## config.mk

```make
export PLATFORM = sky130hd
export DESIGN_NAME = program_ram_loader
export DESIGN_NICKNAME = d
export VERILOG_FILES = /design/src/rtl/program_ram_loader.sv
export SDC_FILE = /design/constraint.sdc
export NUM_CORES = 1
export LEC_CHECK = 0
export ABC_AREA = 1
export CORE_UTILIZATION = 56
export CTS_CLUSTER_SIZE = 8
export DETAILED_ROUTE_END_ITERATION = 8
export GPL_ROUTABILITY_DRIVEN = 0
export PLACE_DENSITY = 0.72
export REMOVE_ABC_BUFFERS = 1
export SETUP_SLACK_MARGIN = 0.15
export SLEW_MARGIN = 20
export SYNTH_ARGS = -nofsm -noshare
export SYNTH_HDL_FRONTEND = slang
export SYNTH_SLANG_ARGS = --single-unit
```

## constraint.sdc

```tcl
create_clock -name clk -period 1.8 [get_ports clk]
set_clock_uncertainty 0.15 [all_clocks]
set_input_delay 0.36 -clock clk [delete_from_list [all_inputs] [get_ports clk]]
set_output_delay 0.36 -clock clk [all_outputs]
set_load 0.05 [all_outputs]
```

## src/rtl/program_ram_loader.sv

```systemverilog
// program_ram_loader
//   Program RAM that the operator fills from the board switches. The CPU fetches
//   instructions from it through the fetch port, and the CPU fetches only while the
//   block is in RUN. In LOAD the CPU is held. Each debounced button press writes one
//   word at an address that advances after every write. When the block leaves load
//   mode it sends cpuReset, so the PC restarts at 0.
//
//   Ports:
//     clk          system clock (divided CPU clock)
//     reset        synchronous, active-high reset
//     loadMode     raw switch, 1 = LOAD, 0 = RUN (synchronised here)
//     loadStrobe   raw push button (synchronised and debounced here)
//     dataIn       word written in the WRITE cycle
//     cpuAddrIn    CPU fetch address (PC)
//     cpuDataOut   registered instruction to the decoder
//     cpuHold      1 = CPU must not advance
//     cpuReset     one-cycle pulse when returning to RUN from any load state
//     loadAddrOut  next write address (LED display)
//     full         sticky, set once the last address has been written
module program_ram_loader #(
  parameter int ADDR_WIDTH      = 4,
  parameter int DATA_WIDTH      = 4,
  parameter int DEBOUNCE_CYCLES = 4
) (
  input  logic                  clk,
  input  logic                  reset,
  input  logic                  loadMode,
  input  logic                  loadStrobe,
  input  logic [DATA_WIDTH-1:0] dataIn,
  input  logic [ADDR_WIDTH-1:0] cpuAddrIn,
  output logic [DATA_WIDTH-1:0] cpuDataOut,
  output logic                  cpuHold,
  output logic                  cpuReset,
  output logic [ADDR_WIDTH-1:0] loadAddrOut,
  output logic                  full
);

  localparam int DEPTH = 1 << ADDR_WIDTH;
  localparam int CNT_W = $clog2(DEBOUNCE_CYCLES + 1);

  typedef enum logic [2:0] {
    ST_RUN,
    ST_LOAD,
    ST_DEBOUNCE,
    ST_WRITE,
    ST_RELEASE
  } state_t;

  state_t                 state_reg;
  logic [CNT_W-1:0]       cnt_reg;
  logic                   mode_meta_reg;
  logic                   mode_s_reg;
  logic                   strobe_meta_reg;
  logic                   strobe_s_reg;
  logic [DATA_WIDTH-1:0]  mem [DEPTH];

  // Two-flop synchronisers for the asynchronous switch and button.
  always_ff @(posedge clk) begin
    if (reset) begin
      mode_meta_reg   <= 1'b0;
      mode_s_reg      <= 1'b0;
      strobe_meta_reg <= 1'b0;
      strobe_s_reg    <= 1'b0;
    end else begin
      mode_meta_reg   <= loadMode;
      mode_s_reg      <= mode_meta_reg;
      strobe_meta_reg <= loadStrobe;
      strobe_s_reg    <= strobe_meta_reg;
    end
  end

  // The RAM write port has no reset, so reset leaves the contents intact.
  // Reads happen only in RUN and writes only in WRITE, so the two never collide.
  always_ff @(posedge clk) begin
    if (state_reg == ST_WRITE) begin
      mem[loadAddrOut] <= dataIn;
    end
  end

  always_ff @(posedge clk) begin
    if (reset) begin
      state_reg   <= ST_RUN;
      cnt_reg     <= '0;
      cpuDataOut  <= '0;
      cpuHold     <= 1'b0;
      cpuReset    <= 1'b0;
      loadAddrOut <= '0;
      full        <= 1'b0;
    end else begin
      cpuReset   <= 1'b0;
      cpuDataOut <= '0;
      case (state_reg)
        ST_RUN: begin
          cpuDataOut <= mem[cpuAddrIn];
          cpuHold    <= 1'b0;
          if (mode_s_reg) begin
            state_reg   <= ST_LOAD;
            loadAddrOut <= '0;
            full        <= 1'b0;
            cpuHold     <= 1'b1;
          end
        end

        ST_LOAD: begin
          if (!mode_s_reg) begin
            state_reg <= ST_RUN;
            cpuHold   <= 1'b0;
            cpuReset  <= 1'b1;
          end else if (strobe_s_reg) begin
            // The cycle that first sees the button counts as high cycle number 1.
            cnt_reg   <= CNT_W'(1);
            state_reg <= (DEBOUNCE_CYCLES <= 1) ? ST_WRITE : ST_DEBOUNCE;
          end
        end

        ST_DEBOUNCE: begin
          // A mode drop wins over any button activity in the same cycle.
          if (!mode_s_reg) begin
            state_reg <= ST_RUN;
            cpuHold   <= 1'b0;
            cpuReset  <= 1'b1;
          end else if (!strobe_s_reg) begin
            state_reg <= ST_LOAD;
          end else begin
            cnt_reg <= cnt_reg + CNT_W'(1);
            if (cnt_reg == CNT_W'(DEBOUNCE_CYCLES - 1)) begin
              state_reg <= ST_WRITE;
            end
          end
        end

        ST_WRITE: begin
          loadAddrOut <= loadAddrOut + ADDR_WIDTH'(1);
          if (&loadAddrOut) begin
            full <= 1'b1;
          end
          state_reg <= ST_RELEASE;
        end

        ST_RELEASE: begin
          // A held button produces one write. The FSM waits here until the button is released.
          if (!mode_s_reg) begin
            state_reg <= ST_RUN;
            cpuHold   <= 1'b0;
            cpuReset  <= 1'b1;
          end else if (!strobe_s_reg) begin
            state_reg <= ST_LOAD;
          end
        end

        default: begin
          state_reg <= ST_RUN;
          cpuHold   <= 1'b0;
        end
      endcase
    end
  end

endmodule

```

==> Word level (Yosys, flattened, before mapping) <==
Memory sizes are Yosys's and may differ from the RTL's. A register that Yosys moved wholly into a read port is not among the register bits.
Cells that the tools add are included.
{ "word_totals": {"reg_bits": 17, "mem_bits_rw": 64, "inputBits": 12, "out_inout_bits": 11, "wordCells": 68, "mem_count": 1} }
{ "mem_list": {"columns": ["memory", "depth", "width", "rd", "rd_clocked_by_memory_dff", "wr", "line", "rtl"], "rows": [
  ["mem", 16, 4, 1, 1, 1, "55", "logic [DATA_WIDTH-1:0] mem [DEPTH];"]
]} }
{ "classes": {"addsub": 2, "eq_ne": 15, "mux": 25, "bitwise": 3, "reduce_logical": 12} }
{ "op_table": {"columns": ["op", "count"], "rows": [
  ["$mux 3", 12],
  ["$pmux 3 s5", 1],
  ["$ne 2x2->1 const B", 6],
  ["$eq 3x2->1 const B", 3],
  ["$pmux 4 s2", 1],
  ["$reduce_and 4->1", 2],
  ["$mux 1", 7],
  ["$ne 3x3->1 const B", 2],
  ["$pmux 3 s2", 1],
  ["$reduce_and 5->1", 1],
  ["$add 4x1->4 const B", 1],
  ["$mux 4", 1],
  ["$ne 4x4->1 const B", 1],
  ["$reduce_and 2->1", 2],
  ["$reduce_bool 2->1", 2],
  ["$reduce_or 2->1", 2],
  ["$add 3x1->3 const B", 1],
  ["$eq 3x1->1 const B", 1],
  ["$eq 3x3->1 const B", 1],
  ["$logic_not 3->1", 1],
  ["$not 1->1", 3],
  ["$pmux 1 s3", 1],
  ["$reduce_and 3->1", 1],
  ["$reduce_or 3->1", 1],
  ["2 further kinds", 2]
]} }

==> Longest topological paths before layout <==
Gate-level depths: netlist (run 1).
{ "logic_depth": {"ltp_word": 5, "mapped_depth": 10, "ltp_nobuf": 8} }

==> Worst setup path before layout (run 1) <==
No wires, ideal clock.
{ "synth_timing": {"kind": "reg2reg", "from": "register loadAddrOut[0]", "to": "memory mem[3][0] (enable)", "setup_time_ns": 0.329, "arrival_ns": 1.356, "required_ns": 1.321, "slack_ns": -0.035, "stages_incl_launch_ff": 6, "path_buffers": 0, "period_less_slack_ns": 1.835, "cell_sequence": "dfxtp_1 > ha_1 > inv_1 > nor2_2 > inv_2 > nor2_1"} }
{ "synth_rtl": {"columns": ["element", "line", "rtl"], "rows": [
  ["from (decl)", "34", "output logic [ADDR_WIDTH-1:0] loadAddrOut,"],
  ["from (signal assigned)", "133", "loadAddrOut <= loadAddrOut + ADDR_WIDTH'(1);"],
  ["to (decl)", "55", null]
]} }
Straight into the memory's write port.

==> Final worst setup path (run 1) <==
{ "layout_timing": {"from": "register state_reg[1]", "to": "memory mem[6][1] (enable)"} }
{ "layout_between": {"elab_chain_cells": 3} }
{ "layout_lines": {"columns": ["element", "line", "rtl"], "rows": [
  ["from (decl)", "49", "state_t state_reg;"],
  ["from (signal assigned)", "112", "state_reg <= (DEBOUNCE_CYCLES <= 1) ? ST_WRITE : ST_DEBOUNCE;"],
  ["$eq 3x2->1", "75", "if (state_reg == ST_WRITE) begin"],
  ["$mux 1", "75", null],
  ["$mux 1 (not written as such)", "76", "mem[loadAddrOut] <= dataIn;"]
]} }
Every way passes these cells.

==> results of run 1 <==
[cell usage after synthesis]
master / number
nor2_2: 2
inv_1: 81
clkbuf_1: 1
o21ai_0: 3
nand2_1: 112
nand3_1: 48
inv_2: 3
buf_6: 5
nor2_4: 1
dfxtp_1: 21
buf_2: 4
a21oi_1: 15
nor3_1: 1
inv_4: 1
nand3_2: 1
edfxtp_1: 64
nor2_1: 34
nand3b_1: 1
nor4_1: 1
a211oi_1: 1
a21o_1: 1
buf_4: 2
ha_1: 6
[per-stage QoR]
step           power [mW]  setup TNS [ns]  hold WS (ns)
3_3_place_gp         2.43          -0.460         0.248
6_report             3.66               0         0.252
2_1_floorplan        2.30          -0.420         0.238
5_1_grt              3.80               0         0.274
4_1_cts              3.68               0         0.255
3_5_place_dp         2.43          -0.515         0.248
[final cells by class]
cell class / count / area (µm²) / area share (%)
Tap cell: 77 / 96.3 / 2.20
Timing Repair Buffer: 32 / 333 / 7.61
Sequential cell: 85 / 2340 / 53.6
Clock inverter: 6 / 42.5 / 0.972
Clock buffer: 10 / 149 / 3.40
Inverter: 85 / 324 / 7.41
Multi-Input combinational cell: 227 / 1090 / 24.8
[how the worst max path moves through the flow]
stage | slack, ns | to
final | 0.19 | mem[6][1]$_DFFE_PP_
after global routing | 0.11 | mem[6][0]$_DFFE_PP_
after CTS | 0.05 | mem[9][1]$_DFFE_PP_
after detailed placement | -0.14 | cpuDataOut[2]$_SDFF_PP0_
after global placement | -0.13 | cpuDataOut[2]$_SDFF_PP0_
after floorplan | -0.04 | mem[3][0]$_DFFE_PP_
[timing repair]
action,4_1_cts,5_1_grt
setup buffers,0,0
hold endpoints to repair,0,0
setup endpoints to repair,44,64
gates resized for setup,7,19
[power by group through the flow]
stage | Combinational [mW] | Clock, mW | Sequential [mW]
2_1_floorplan | 0.0979 | 0 | 2.20
3_3_place_gp | 0.258 | 0 | 2.17
6_report | 0.261 | 1.28 | 2.12
5_1_grt | 0.287 | 1.38 | 2.12
4_1_cts | 0.262 | 1.29 | 2.12
3_5_place_dp | 0.261 | 0 | 2.17
[worst reg2reg max path, stage by stage (launching register included)]
cell and delay [ns]:
dfxtp_1 0.42, nand3_2 0.14, inv_2 0.12, nand2_1 0.20, nor2_2 0.26
[routing by layer]
metal | vias to the layer above | part of all wire, % | global-route usage [%]
met3 | 12 | 4.3 | 4.33
met4 | 0 | 1.4 | 7.99
met2 | 62 | 50 | 38.6
met5 | - | 0 | 0
met1 | 1248 | 44 | 29.4
li1 | 1343 | - | -
[cell families (layout without fill, tap and decap cells)]
logic type,count (synthesis),count (layout),share of synthesized area (%)
compound gates,20,20,2.78
fa+ha+maj,6,6,1.99
buf+inv,97,133,11.0
flops,85,85,62.0
simple gates,201,201,22.2
==> results.cfg, run 1 <==
[power]
p_comb_share_pct = 7.1
p_int_mw = 2.80
power.density_mw_per_mm2 = 836
peakVddDrop_mv = 0.482
p_leak_nw = 1.91
p_sw_mw = 0.862
switching_share_pct = 23.6
pwr-share-clk_pct = 34.9
seqPwrFrac_pct = 58.0

[clock_tree]
cts_htree_levels = 3
clk_latency_ns = 0.35
clock_sinks = 85
cts_buffer_depth = 2
cts_tree = built
ctsHoldBuffers = 0
cts.clk_slew.worst_paths_ns = 0.09
cts_root_buffer = clkbuf_8
cts_made_buffers = 9

[synth]
synth_seq_area_share_pct = 62.0
ys_ff_latch = 85
yosysWarningCount = 0
avgSynthCellArea_um2 = 9.24
synth_area_mm2 = 0.00378
synthCells = 409
synthDistinctLibCells = 23
synth_area_leaders = edfxtp_1 51%, dfxtp_1 11%, nand2_1 11%
yosysTopAreaCellShare_pct = 50.8
synth_top_area_cell = edfxtp_1

[setup_path]
startpoint = state_reg[1]$_SDFFE_PP0P_
r2r-end = mem[6][1]$_DFFE_PP_
reg2reg_depth = 4
cp-start-kind = flip-flop
crit_type = reg -> reg
crit_path_top_delay_cell = dfxtp_1
slowest_delay_ns = 0.42
r2r_start = state_reg[1]$_SDFFE_PP0P_
critical_path_arrival_ns = 1.50
cp-end-kind = flip-flop
crit_fanout = 5
critPathBufInv = 1
regToRegSetupSlack_ns = 0.19
crit_cells = 4
critical-path-top-delay-family = simple AND/OR/NAND/NOR gates
critPathRequiredTime_ns = 1.69
crit_chain = nand3_2 -> inv_2 -> nand2_1 -> nor2_2

[grt]
grt_pass1_vias = 2627
grt_pass1_wl_mm = 12.2
grtUsageTotal_pct = 22.7
grt_max_degree = 33
antenna_found_initial = 0
grt_overflow = 0

[finish]
final_util_pct = 68.1
drive_gt1_share_pct = 14.4
diodes = 0
n_fill_cell = 501
stdcell_count = 522
layout_commonest_cell = nand2_1
syn2layout_area_growth_pct = 15.8
postLayoutCellArea_mm2 = 0.00438
final_cell_mix = 110 x nand2_1, 80 x inv_1, 64 x edfxtp_1
nets = 458
regMostFlops = mem
layout_top_registers = mem: 64 flops, cpuDataOut: 4 flops, loadAddrOut: 4 flops
largest_register_ff_count = 64

[timing]
report.final.slew_viol_count = 0
finalSetupViolCount = 0
fin_crit_ns = 1.61
fmax_mhz = 622
rsz0062_at_grt = true
setup_ws_ns = 0.192
finalHoldViolCount = 0
worst-slew-pin-transition_ns = 0.354
timing.final.crit_share_pct = 89.4
maxSlewHeadroom_pct = 76.3

[drt]
ant_nets = 0
drt-pass1-iter-count = 6
drt_iter0_drc = 200
wl_mm = 7.47
via_per_inst = 5.11
post-route-drc-count = 6
num_vias = 2665
wl_per_cell_um = 14.3

[hold_path]
min_to = mode_s_reg$_SDFF_PP0_
min_path_cells = 2
hold_start = mode_meta_reg$_SDFF_PP0_
hold_path.class = reg -> reg

[outcome]
status = complete, but fails checks
violations = DRC

[place]
dpl.hpwl_mm = 5.14
placed_area_mm2 = 0.00411
placed_cells = 506
port-buffer-count = 22
pre_cts_ws_ns = -0.141

[floorplanning]
dieArea_mm2 = 0.00708
start_util_pct = 58.9
fp.dieW_um = 84.2
num_rows = 29
ioPinCount = 23
die_h_um = 84.2
core_area_mm2 = 0.00642

[job]
cap_violations = 0
(Power assumes the default switching activity.)
==> run 2: changes to the inputs <==
--- a/config.mk
+++ b/config.mk
@@ -5,7 +5,6 @@
 export SDC_FILE = /design/constraint.sdc
 export NUM_CORES = 1
 export LEC_CHECK = 0
-export ABC_AREA = 1
 export CORE_UTILIZATION = 56
 export CTS_CLUSTER_SIZE = 8
 export DETAILED_ROUTE_END_ITERATION = 8
==> run 2 against run 1 <==
  * The run now ends clean
  * Combinational power is essentially flat
  * Maximum frequency shrank 0.69%
  * Flip-flop and latch count is the same
  * Sequential share of layout area grew 1.2 points
  * Sequential power is essentially flat
  * Power grew 3.6%
  * Setup slack lost 0.011 ns
  * Critical endpoint is now loadAddrOut[2]
  * Largest power group unchanged
  * Highest routed layer unchanged
==> results.cfg, run 2 <==
[drt]
drt-pass1-iter-count = 4
via_per_inst = 5.64
wl_per_cell_um = 18.2
drt_iter0_drc = 187
post-route-drc-count = 0
num_vias = 2037
ant_nets = 0
wl_mm = 6.57

[setup_path]
slowest_delay_ns = 0.57
cp-end-kind = output pin
r2r-end = mem[3][2]$_DFFE_PP_
cp-start-kind = flip-flop
crit_chain = buf_12
crit_type = reg -> out
critPathRequiredTime_ns = 1.29
critPathBufInv = 1
startpoint = loadAddrOut[2]$_SDFFE_PP0P_
crit_fanout = 11
r2r_start = state_reg[2]$_SDFFE_PP0P_
critical_path_arrival_ns = 1.11
critical-path-top-delay-family = flip-flops
regToRegSetupSlack_ns = 0.18
reg2reg_depth = 4
crit_path_top_delay_cell = dfxtp_1

[finish]
stdcell_count = 361
layout_commonest_cell = edfxtp_1
diodes = 0
nets = 299
postLayoutCellArea_mm2 = 0.00428
final_util_pct = 71.9
largest_register_ff_count = 64
layout_top_registers = mem: 64 flops, cpuDataOut: 4 flops, loadAddrOut: 4 flops
drive_gt1_share_pct = 31.5
syn2layout_area_growth_pct = 22.5
regMostFlops = mem
final_cell_mix = 64 x edfxtp_1, 32 x buf_4, 17 x nor2_1

[synth]
synth_top_family_by_area = multiplexers
synth_seq_area_share_pct = 67.0
synth_area_mm2 = 0.00350
yosysMostFrequentCell = edfxtp_1
synth_compound_area_share_pct = 5.08
synth_top_flop_cell = edfxtp_1
avgSynthCellArea_um2 = 15.0
synth_edf_count = 64
synthTopCellsByCount = 64 x edfxtp_1, 21 x dfxtp_1, 21 x nor2_1
synth_top_area_cell = edfxtp_1
yosysWarningCount = 0
synthDistinctLibCells = 44
synthCells = 233
synth_mux_area_share_pct = 12.0
synth_area_leaders = edfxtp_1 55%, dfxtp_1 12%, mux4_2 5.2%
synth_fa_ha_area_share_pct = 2.43
synth_xor_area_share_pct = 0.251
synth_simple_gate_area_share_pct = 9.74
async_flop_share_pct = 0
ys_ff_latch = 85
yosysTopAreaCellShare_pct = 55.0

[job]
cap_violations = 0

[clock_tree]
cts_made_buffers = 9
ctsHoldBuffers = 0
clk_latency_ns = 0.35
cts_tree = built
cts_root_buffer = clkbuf_8
cts_htree_levels = 3
clock_sinks = 85
cts_buffer_depth = 2
cts.clk_slew.worst_paths_ns = 0.08

[grt]
grt_overflow = 0
grt_max_degree = 19
antenna_found_initial = 0
grt_pass1_wl_mm = 10.3
grt_pass1_vias = 1999
grtUsageTotal_pct = 22.8

[power]
fin_total_pwr_mw = 3.79
p_leak_nw = 1.49
p_int_mw = 3.02
p_comb_share_pct = 6.9
p_sw_mw = 0.768
pwr-share-clk_pct = 37.1
peakVddDrop_mv = 0.533
power.density_mw_per_mm2 = 886
switching_share_pct = 20.3
seqPwrFrac_pct = 56.0

[timing]
finalHoldViolCount = 0
hold_slack_ns = 0.298
report.final.slew_viol_count = 0
maxSlewHeadroom_pct = 73.2
worst-slew-pin-transition_ns = 0.401
rsz0062_at_grt = true
timing.final.crit_share_pct = 90.0
finalSetupViolCount = 0
fin_crit_ns = 1.62
setup_ws_ns = 0.180
fin_setup_tns_ns = 0
fmax_mhz = 617

[hold_path]
hold_start = strobe_meta_reg$_SDFF_PP0_
min_to = strobe_s_reg$_SDFF_PP0_
hold_path.class = reg -> reg
min_path_cells = 1

[outcome]
status = completed

[floorplanning]
start_util_pct = 58.7
die_h_um = 81.0
ioPinCount = 23
fp.dieW_um = 81.0
core_area_mm2 = 0.00596
num_rows = 28
dieArea_mm2 = 0.00656

[place]
dpl.hpwl_mm = 4.36
placed_cells = 342
pre_cts_ws_ns = -0.403
port-buffer-count = 22
placed_area_mm2 = 0.00396
run 2: area by class of cell:
cell class | instances | area, µm²
clock inverter | 4 | 72.6
timing repair buffer | 52 | 522
inverter | 7 | 26.3
multi-input combinational | 126 | 1080
tap | 75 | 93.8
sequential | 85 | 2350
clock buffer | 12 | 135
fill | 408 | 1670
run 2: per-layer routing:
metal / wire length (µm) / GRT usage [%]
met1: 3040 / 30.1
met2: 3150 / 35.1
met3: 199 / 4.27
met4: 191 / 13.8
met5: 0 / 0
run 2: worst reg2reg max path, delay by kind of cell, from the launching register on:
family	cells	cell delay, ns
buffers and inverters	2	0.34
DFF	1	0.32
and+or+nand+nor	2	0.53
run 2: how the worst max path moves through the flow:
stage	to	slack, ns	cells past startpoint
after floorplan	mem[3][0]$_DFFE_PP_	-0.21	3
after global placement	cpuDataOut[3]$_SDFF_PP0_	-0.39	5
after detailed placement	cpuDataOut[3]$_SDFF_PP0_	-0.40	5
after CTS	mem[13][3]$_DFFE_PP_	0.14	3
after global routing	mem[3][1]$_DFFE_PP_	0.06	4
final	loadAddrOut[2]	0.18	1
run 2: power by group through the flow:
stage / clock, mW / combinational (mW) / sequential [mW]
2_1_floorplan: 0 / 0.0735 / 2.20
3_3_place_gp: 0 / 0.236 / 2.17
3_5_place_dp: 0 / 0.240 / 2.17
4_1_cts: 1.43 / 0.251 / 2.12
5_1_grt: 1.50 / 0.280 / 2.13
6_report: 1.41 / 0.262 / 2.12
run 2: cells by family (layout without fill, tap and decap cells):
| family | after synthesis | after routing |
|---|---|---|
| AOI/OAI and AO/OA | 27 | 27 |
| DFF | 85 | 85 |
| adders and majority gates | 7 | 7 |
| xor gates and xnor gates | 1 | 1 |
| buffers and inverters | 22 | 75 |
| muxes | 23 | 23 |
| and+or+nand+nor | 68 | 68 |
run 2: what timing repair did:
action                                  CTS  global route
hold endpoints to repair                  0             0
setup buffers                             0             2
endpoints found under the setup margin   19            51
gates resized for setup                  12            17
gates cloned                              1             0
pin swaps                                 2             5
==> run 3: changes to the inputs <==
--- a/config.mk
+++ b/config.mk
@@ -8,7 +8,6 @@
 export CORE_UTILIZATION = 56
 export CTS_CLUSTER_SIZE = 8
 export DETAILED_ROUTE_END_ITERATION = 8
-export GPL_ROUTABILITY_DRIVEN = 0
 export PLACE_DENSITY = 0.72
 export REMOVE_ABC_BUFFERS = 1
 export SETUP_SLACK_MARGIN = 0.15
==> results of run 3 <==
Same layout as run 2: the final DEF is identical, and so are final timing and power.
